$ cat config.mk
export PLATFORM = sky130hd
export DESIGN_NAME = lab5_countdown_timer_flat
export DESIGN_NICKNAME = d
export VERILOG_FILES = /design/src/rtl/lab5_pkg.sv /design/src/rtl/lab5_countdown_timer_if.sv /design/src/rtl/lab5_countdown_timer_hex_to_7seg.sv /design/src/rtl/lab5_countdown_timer.sv /design/src/flat_wrapper.sv
export SDC_FILE = /design/constraint.sdc
export NUM_CORES = 1
export LEC_CHECK = 0
export BUFFER_PORTS_ARGS = -buffer_cell sky130_fd_sc_hd__buf_2
export CAP_MARGIN = 20
export CORE_MARGIN = 4
export CORE_UTILIZATION = 50
export DETAILED_ROUTE_END_ITERATION = 10
export GPL_ROUTABILITY_DRIVEN = 0
export PLACE_DENSITY_LB_ADDON = 0.15
export SYNTH_ARGS = -nofsm -noshare
export SYNTH_HDL_FRONTEND = slang
export SYNTH_HIERARCHICAL = 1
export SYNTH_SLANG_ARGS = --single-unit
$ cat constraint.sdc
create_clock -name clock -period 6.6 [get_ports clock]
set_clock_uncertainty 0.2 [all_clocks]
set_input_delay 1.32 -clock clock [delete_from_list [all_inputs] [get_ports clock]]
set_output_delay 1.32 -clock clock [all_outputs]
set_load 0.03 [all_outputs]
$ cat src/rtl/lab5_pkg.sv
// Shared types and seven-segment constants for the lab 5 counter family.
package lab5_pkg;

  typedef enum logic [1:0] {
    IDLE    = 2'd0,
    COUNT   = 2'd1,
    EXPIRED = 2'd2
  } state_e;

  // Active-low segments, gfedcba bit order.
  localparam logic [6:0] SEG_BLANK = 7'b1111111;
  localparam logic [6:0] SEG_0 = 7'b1000000;
  localparam logic [6:0] SEG_1 = 7'b1111001;
  localparam logic [6:0] SEG_2 = 7'b0100100;
  localparam logic [6:0] SEG_3 = 7'b0110000;
  localparam logic [6:0] SEG_4 = 7'b0011001;
  localparam logic [6:0] SEG_5 = 7'b0010010;
  localparam logic [6:0] SEG_6 = 7'b0000010;
  localparam logic [6:0] SEG_7 = 7'b1111000;
  localparam logic [6:0] SEG_8 = 7'b0000000;
  localparam logic [6:0] SEG_9 = 7'b0010000;
  localparam logic [6:0] SEG_A = 7'b0001000;
  localparam logic [6:0] SEG_B = 7'b0000011;
  localparam logic [6:0] SEG_C = 7'b1000110;
  localparam logic [6:0] SEG_D = 7'b0100001;
  localparam logic [6:0] SEG_E = 7'b0000110;
  localparam logic [6:0] SEG_F = 7'b0001110;

  // A divide-by-1 prescaler still gets one bit so the register is never zero-width.
  function automatic int presc_width(int div);
    return (div <= 2) ? 1 : $clog2(div);
  endfunction

endpackage

$ cat src/rtl/lab5_countdown_timer_if.sv
// Load/enable inputs and count/display outputs of the countdown timer.
interface lab5_countdown_timer_if;
  logic        load;
  logic [15:0] load_value;
  logic        enable;
  logic [15:0] Q;
  logic        zero;
  logic        done;
  logic [6:0]  HEX0;
  logic [6:0]  HEX1;
  logic [6:0]  HEX2;
  logic [6:0]  HEX3;

  modport master (
    output load, load_value, enable,
    input  Q, zero, done, HEX0, HEX1, HEX2, HEX3
  );

  modport slave (
    input  load, load_value, enable,
    output Q, zero, done, HEX0, HEX1, HEX2, HEX3
  );
endinterface

$ cat src/rtl/lab5_countdown_timer_hex_to_7seg.sv
// Combinational nibble to active-low seven-segment decoder.
module hex_to_7seg
  import lab5_pkg::*;
(
  input  logic [3:0] nibble_i,
  output logic [6:0] seg_o
);

  always_comb begin
    seg_o = SEG_BLANK;
    case (nibble_i)
      4'h0: seg_o = SEG_0;
      4'h1: seg_o = SEG_1;
      4'h2: seg_o = SEG_2;
      4'h3: seg_o = SEG_3;
      4'h4: seg_o = SEG_4;
      4'h5: seg_o = SEG_5;
      4'h6: seg_o = SEG_6;
      4'h7: seg_o = SEG_7;
      4'h8: seg_o = SEG_8;
      4'h9: seg_o = SEG_9;
      4'hA: seg_o = SEG_A;
      4'hB: seg_o = SEG_B;
      4'hC: seg_o = SEG_C;
      4'hD: seg_o = SEG_D;
      4'hE: seg_o = SEG_E;
      4'hF: seg_o = SEG_F;
      default: seg_o = SEG_BLANK;
    endcase
  end

endmodule

$ cat src/rtl/lab5_countdown_timer.sv
// Loadable 16-bit countdown timer with prescaled tick, expiry pulse and hex display.
// Optional periodic mode: define COUNTDOWN_AUTORELOAD_EN to reload on expiry.
module lab5_countdown_timer
  import lab5_pkg::*;
#(
  parameter int TICK_DIV = 1
) (
  input logic                    clock,
  input logic                    reset,
  lab5_countdown_timer_if.slave  bus
);

  localparam int            PW         = presc_width(TICK_DIV);
  localparam logic [PW-1:0] PRESC_LAST = PW'(TICK_DIV - 1);

  state_e        state_q, state_d;
  logic [15:0]   count_q, count_d;
  logic [PW-1:0] presc_q, presc_d;
  logic          done_q, done_d;
`ifdef COUNTDOWN_AUTORELOAD_EN
  logic [15:0]   reload_q, reload_d;
`endif

  always_ff @(posedge clock) begin
    if (reset) begin
      state_q  <= IDLE;
      count_q  <= '0;
      presc_q  <= '0;
      done_q   <= 1'b0;
`ifdef COUNTDOWN_AUTORELOAD_EN
      reload_q <= '0;
`endif
    end else begin
      state_q  <= state_d;
      count_q  <= count_d;
      presc_q  <= presc_d;
      done_q   <= done_d;
`ifdef COUNTDOWN_AUTORELOAD_EN
      reload_q <= reload_d;
`endif
    end
  end

  always_comb begin
    state_d  = state_q;
    count_d  = count_q;
    presc_d  = presc_q;
    done_d   = 1'b0;
`ifdef COUNTDOWN_AUTORELOAD_EN
    reload_d = reload_q;
`endif
    if (bus.load) begin
      state_d  = IDLE;
      count_d  = bus.load_value;
      presc_d  = '0;
`ifdef COUNTDOWN_AUTORELOAD_EN
      reload_d = bus.load_value;
`endif
    end else begin
      case (state_q)
        IDLE: begin
          if (bus.enable && count_q != '0) begin
            state_d = COUNT;
            presc_d = '0;
          end
        end
        COUNT: begin
          if (bus.enable) begin
            if (presc_q == PRESC_LAST) begin
              presc_d = '0;
              if (count_q == 16'd1) begin
                done_d = 1'b1;
`ifdef COUNTDOWN_AUTORELOAD_EN
                count_d = reload_q;
`else
                count_d = '0;
                state_d = EXPIRED;
`endif
              end else if (count_q != '0) begin
                count_d = count_q - 16'd1;
              end
            end else begin
              presc_d = presc_q + 1'b1;
            end
          end
        end
        EXPIRED: ;
        default: state_d = IDLE;
      endcase
    end
  end

  assign bus.Q    = count_q;
  assign bus.zero = (count_q == '0);
  assign bus.done = done_q;

  hex_to_7seg u_hex0 (.nibble_i(count_q[3:0]),   .seg_o(bus.HEX0));
  hex_to_7seg u_hex1 (.nibble_i(count_q[7:4]),   .seg_o(bus.HEX1));
  hex_to_7seg u_hex2 (.nibble_i(count_q[11:8]),  .seg_o(bus.HEX2));
  hex_to_7seg u_hex3 (.nibble_i(count_q[15:12]), .seg_o(bus.HEX3));

endmodule

$ cat src/flat_wrapper.sv
// flat-port wrapper written by rule: the top's interface ports become plain ports
module lab5_countdown_timer_flat import lab5_pkg::*;
#(
  parameter int TICK_DIV = 1
)
  (clock, reset, bus_load, bus_load_value, bus_enable, bus_Q, bus_zero, bus_done, bus_HEX0, bus_HEX1, bus_HEX2, bus_HEX3);
  lab5_countdown_timer_if bus_i ();
  input logic clock;
  input logic reset;
  input wire logic [$bits(bus_i.load)-1:0] bus_load;
  input wire logic [$bits(bus_i.load_value)-1:0] bus_load_value;
  input wire logic [$bits(bus_i.enable)-1:0] bus_enable;
  output wire logic [$bits(bus_i.Q)-1:0] bus_Q;
  output wire logic [$bits(bus_i.zero)-1:0] bus_zero;
  output wire logic [$bits(bus_i.done)-1:0] bus_done;
  output wire logic [$bits(bus_i.HEX0)-1:0] bus_HEX0;
  output wire logic [$bits(bus_i.HEX1)-1:0] bus_HEX1;
  output wire logic [$bits(bus_i.HEX2)-1:0] bus_HEX2;
  output wire logic [$bits(bus_i.HEX3)-1:0] bus_HEX3;
  assign bus_i.load = bus_load;
  assign bus_i.load_value = bus_load_value;
  assign bus_i.enable = bus_enable;
  assign bus_Q = bus_i.Q;
  assign bus_zero = bus_i.zero;
  assign bus_done = bus_i.done;
  assign bus_HEX0 = bus_i.HEX0;
  assign bus_HEX1 = bus_i.HEX1;
  assign bus_HEX2 = bus_i.HEX2;
  assign bus_HEX3 = bus_i.HEX3;
  lab5_countdown_timer #(.TICK_DIV(TICK_DIV)) u_core (.clock(clock), .reset(reset), .bus(bus_i));
endmodule
==> run_results.csv <==
group,metric,value,unit
clocking,ctsRootBufferMaster,"clkbuf_8",
floorplan,core,4350,sq um
setup_path,path_cells,"or4_4, nor4_4, nand2_1, inv_1, buf_2",
hold_path,min_path_type,"reg -> reg",
synth,synth_edf_count,0,
timing,period_share,59.5,%
floorplan,die_w,75.2,um
timing,finalCriticalPeriod,3930,ps
power,powerDensity,164,nW/um^2
setup_path,critPathRequiredTime,5080,ps
layout,drive_above_1_share,28.3,%
place,place_hpwl,3980,um
power,leakagePower,1.21,nW
global_route,antenna_found_initial,0,
setup_path,critical_path_cell_count,5,
timing,report.final.slew_viol_count,0,
layout,seqCellArea,380,sq um
place,portBuffers,65,
setup_path,cp-start-kind,"flop",
synth,synth-seq-cells,19,
floorplan,std_cell_rows,24,
clocking,cts_resized,0,
layout,insertedDiodeCount,0,
synth,yosys_warnings,6,
timing,tns,0,ps
timing,hold_viol,0,
synth,yosysUniqueCellTypes,49,
floorplan,ioPinCount,66,
detailed_routing,ant_nets,0,
detailed_routing,wl_per_cell,14.3,um
synth,yosysMostFrequentCell,"ha_1",
clocking,post-cts-setup-buffer-count,0,
setup_path,arrival,2410,ps
status,status,"completed",
synth,async_reset_ff_share,0,%
setup_path,crit_family,"simple AND/OR/NAND/NOR gates",
timing,tightest_slew,903,ps
clocking,cts-htree-levels,1,
power,peakVddDrop,0.107,mV
layout,fillers,419,
detailed_routing,drc,0,
synth,syn_inst,267,
synth,syn_nets,318,
layout,areaGrowthSynthToFinish,15.1,%
place,pre_cts_ws,2960,ps
setup_path,critical_path_class,"reg -> out",
clocking,numCtsBuffers,3,
detailed_routing,wl_met3,277,um
clocking,cts_tree,"built",
layout,final_area,2600,sq um
floorplan,die_h,75.2,um
detailed_routing,dr.pass1.iters,4,
synth,avgSynthCellArea,8.46,sq um
synth,synth.top_cell.area_share,17.2,%
timing,max_freq,255,MHz
setup_path,slowest_delay,680,ps
timing,setup_viol,0,
global_route,grtUsageTotal,19.7,%
timing,worst_slack,2670,ps
clocking,cts_buffer_depth,2,
synth,netlist_top_cells_count,"ha_1, nor2_1, nand2_1, dfxtp_1, inv_1",
synth,synth_area_leaders,"ha_1, dfxtp_1, mux2i_1",
detailed_routing,first_iter_violations,140,
setup_path,cp_max_fo,19,
clocking,insertion_delay,260,ps
synth,synth_area_leader_cell,"ha_1",
setup_path,crit_slowest_cell,"or4_4",
detailed_routing,wl_met2,2470,um
global_route,grt_max_degree,21,
layout,final_core_util,59.7,%
floorplan,dieArea,5660,sq um
detailed_routing,vias,2129,
setup_path,reg2reg_depth,5,
clocking,cts.sinks,19,
job,drv_cap,0,
layout,finish.net_count,373,
global_route,grt_first_pass_wirelength,8870,um
setup_path,critPathBufInv,2,
clocking,cts_hold_buffers,0,
synth,syn_area,2260,sq um
timing,rsz0062_at_grt,"false",
setup_path,reg2reg_slack,3590,ps
detailed_routing,wl,5320,um
floorplan,start_util,51.9,%
detailed_routing,wl_met1,2500,um
setup_path,end_kind,"output port",
hold_path,whs_path_depth,1,
clocking,clk_pin_slew_worst_paths,80,ps
place,place_area,2550,sq um
detailed_routing,routed.top_layer,"met4",
global_route,globalRoute.totalOverflow,0,
synth,synthFlopType,"dfxtp_1",
synth,ys_seq_area_share,16.8,%
global_route,grt_pass1_vias,1871,
layout,multi_input_area,1720,sq um
timing,max-slew-margin-rel,39.7,%
detailed_routing,via_per_inst,5.71,
==> cells by family (layout without fill, tap and decap cells) <==
family	after synthesis	count (layout)	synth area share [%]
flip-flops	19	19	16.8
AND/OR/NAND/NOR	86	86	20.8
buffers and inverters	33	87	7.20
adder cells (fa/ha/maj)	31	31	17.2
XOR/XNOR	3	3	1.16
multiplexers	24	24	13.7
AO/OA/AOI/OAI	71	71	23.1
==> report_power, final <==
part,switching [W],total [W],internal [W]
Sequential,0.0000231,0.000144,0.000121
Combinational,0.000120,0.000196,0.0000755
Clock,0.0000431,0.0000852,0.0000421
==> sequential cells by signal, indices dropped and copies added, names as in the netlist <==
| name | flops |
|---|---|
| u_core/bus.Q | 16 |
| u_core/state_q | 2 |
| u_core/bus.done | 1 |
==> path summary, 6_finish.rpt <==
| check | start | end |
|---|---|---|
| setup / recovery | u_core/bus.Q[3]$_SDFFE_PP0P_ | bus_zero |
| hold / removal | u_core/state_q[1]$_SDFFE_PP0P_ | u_core/state_q[0]$_SDFFE_PP0P_ |
| setup reg to reg | u_core/bus.Q[3]$_SDFFE_PP0P_ | u_core/bus.Q[12]$_SDFFE_PP0P_ |
| hold reg to reg | u_core/state_q[1]$_SDFFE_PP0P_ | u_core/state_q[0]$_SDFFE_PP0P_ |
==> final cells by class <==
class | count | share of cell area [%]
repair buffers | 65 | 12.5
multi-input cells | 215 | 66.0
clock inverters | 1 | 0.192
clock buffers | 3 | 1.59
flip-flops and latches | 19 | 14.6
well taps | 52 | 2.50
inverters | 18 | 2.60
==> routing by layer <==
metal,up-vias,track usage (%)
met5,-,0
met4,0,5.24
met3,6,2.14
met2,55,31.8
met1,977,27.8
li1,1091,-
==> metrics by stage <==
stage,instances,hold WS [ps],power (W)
final,373,243,0.000426
after detailed placement,369,237,0.000343
after global placement,369,230,0.000342
after floorplan,267,214,0.000296
after CTS,373,245,0.000428
after global routing,373,281,0.000455
==> layout by cell type (no fill, tap or decap), types with 3 or more instances in the layout <==
cell type,count
a22o_1,9
nor3_1,6
o21ai_0,11
a21oi_1,12
nor2b_1,3
mux4_1,4
mux2i_1,16
a31oi_1,3
nand2_1,20
or4_4,4
clkbuf_8,3
ha_1,31
inv_1,18
o311ai_0,4
a221o_1,4
or2_2,5
nor2_1,29
mux2_2,4
or3b_1,4
o211ai_1,5
buf_2,65
a32o_1,4
a22oi_1,4
and2b_2,4
dfxtp_1,19
==> worst register-to-register path, stage by stage, from the launching register on <==
cell and delay, ps:
dfxtp_1 520, or4_4 680, nor4_4 530, a21o_1 480
nor2_1 160, a221o_1 340
Note: power is estimated with default switching activity, not from simulation.
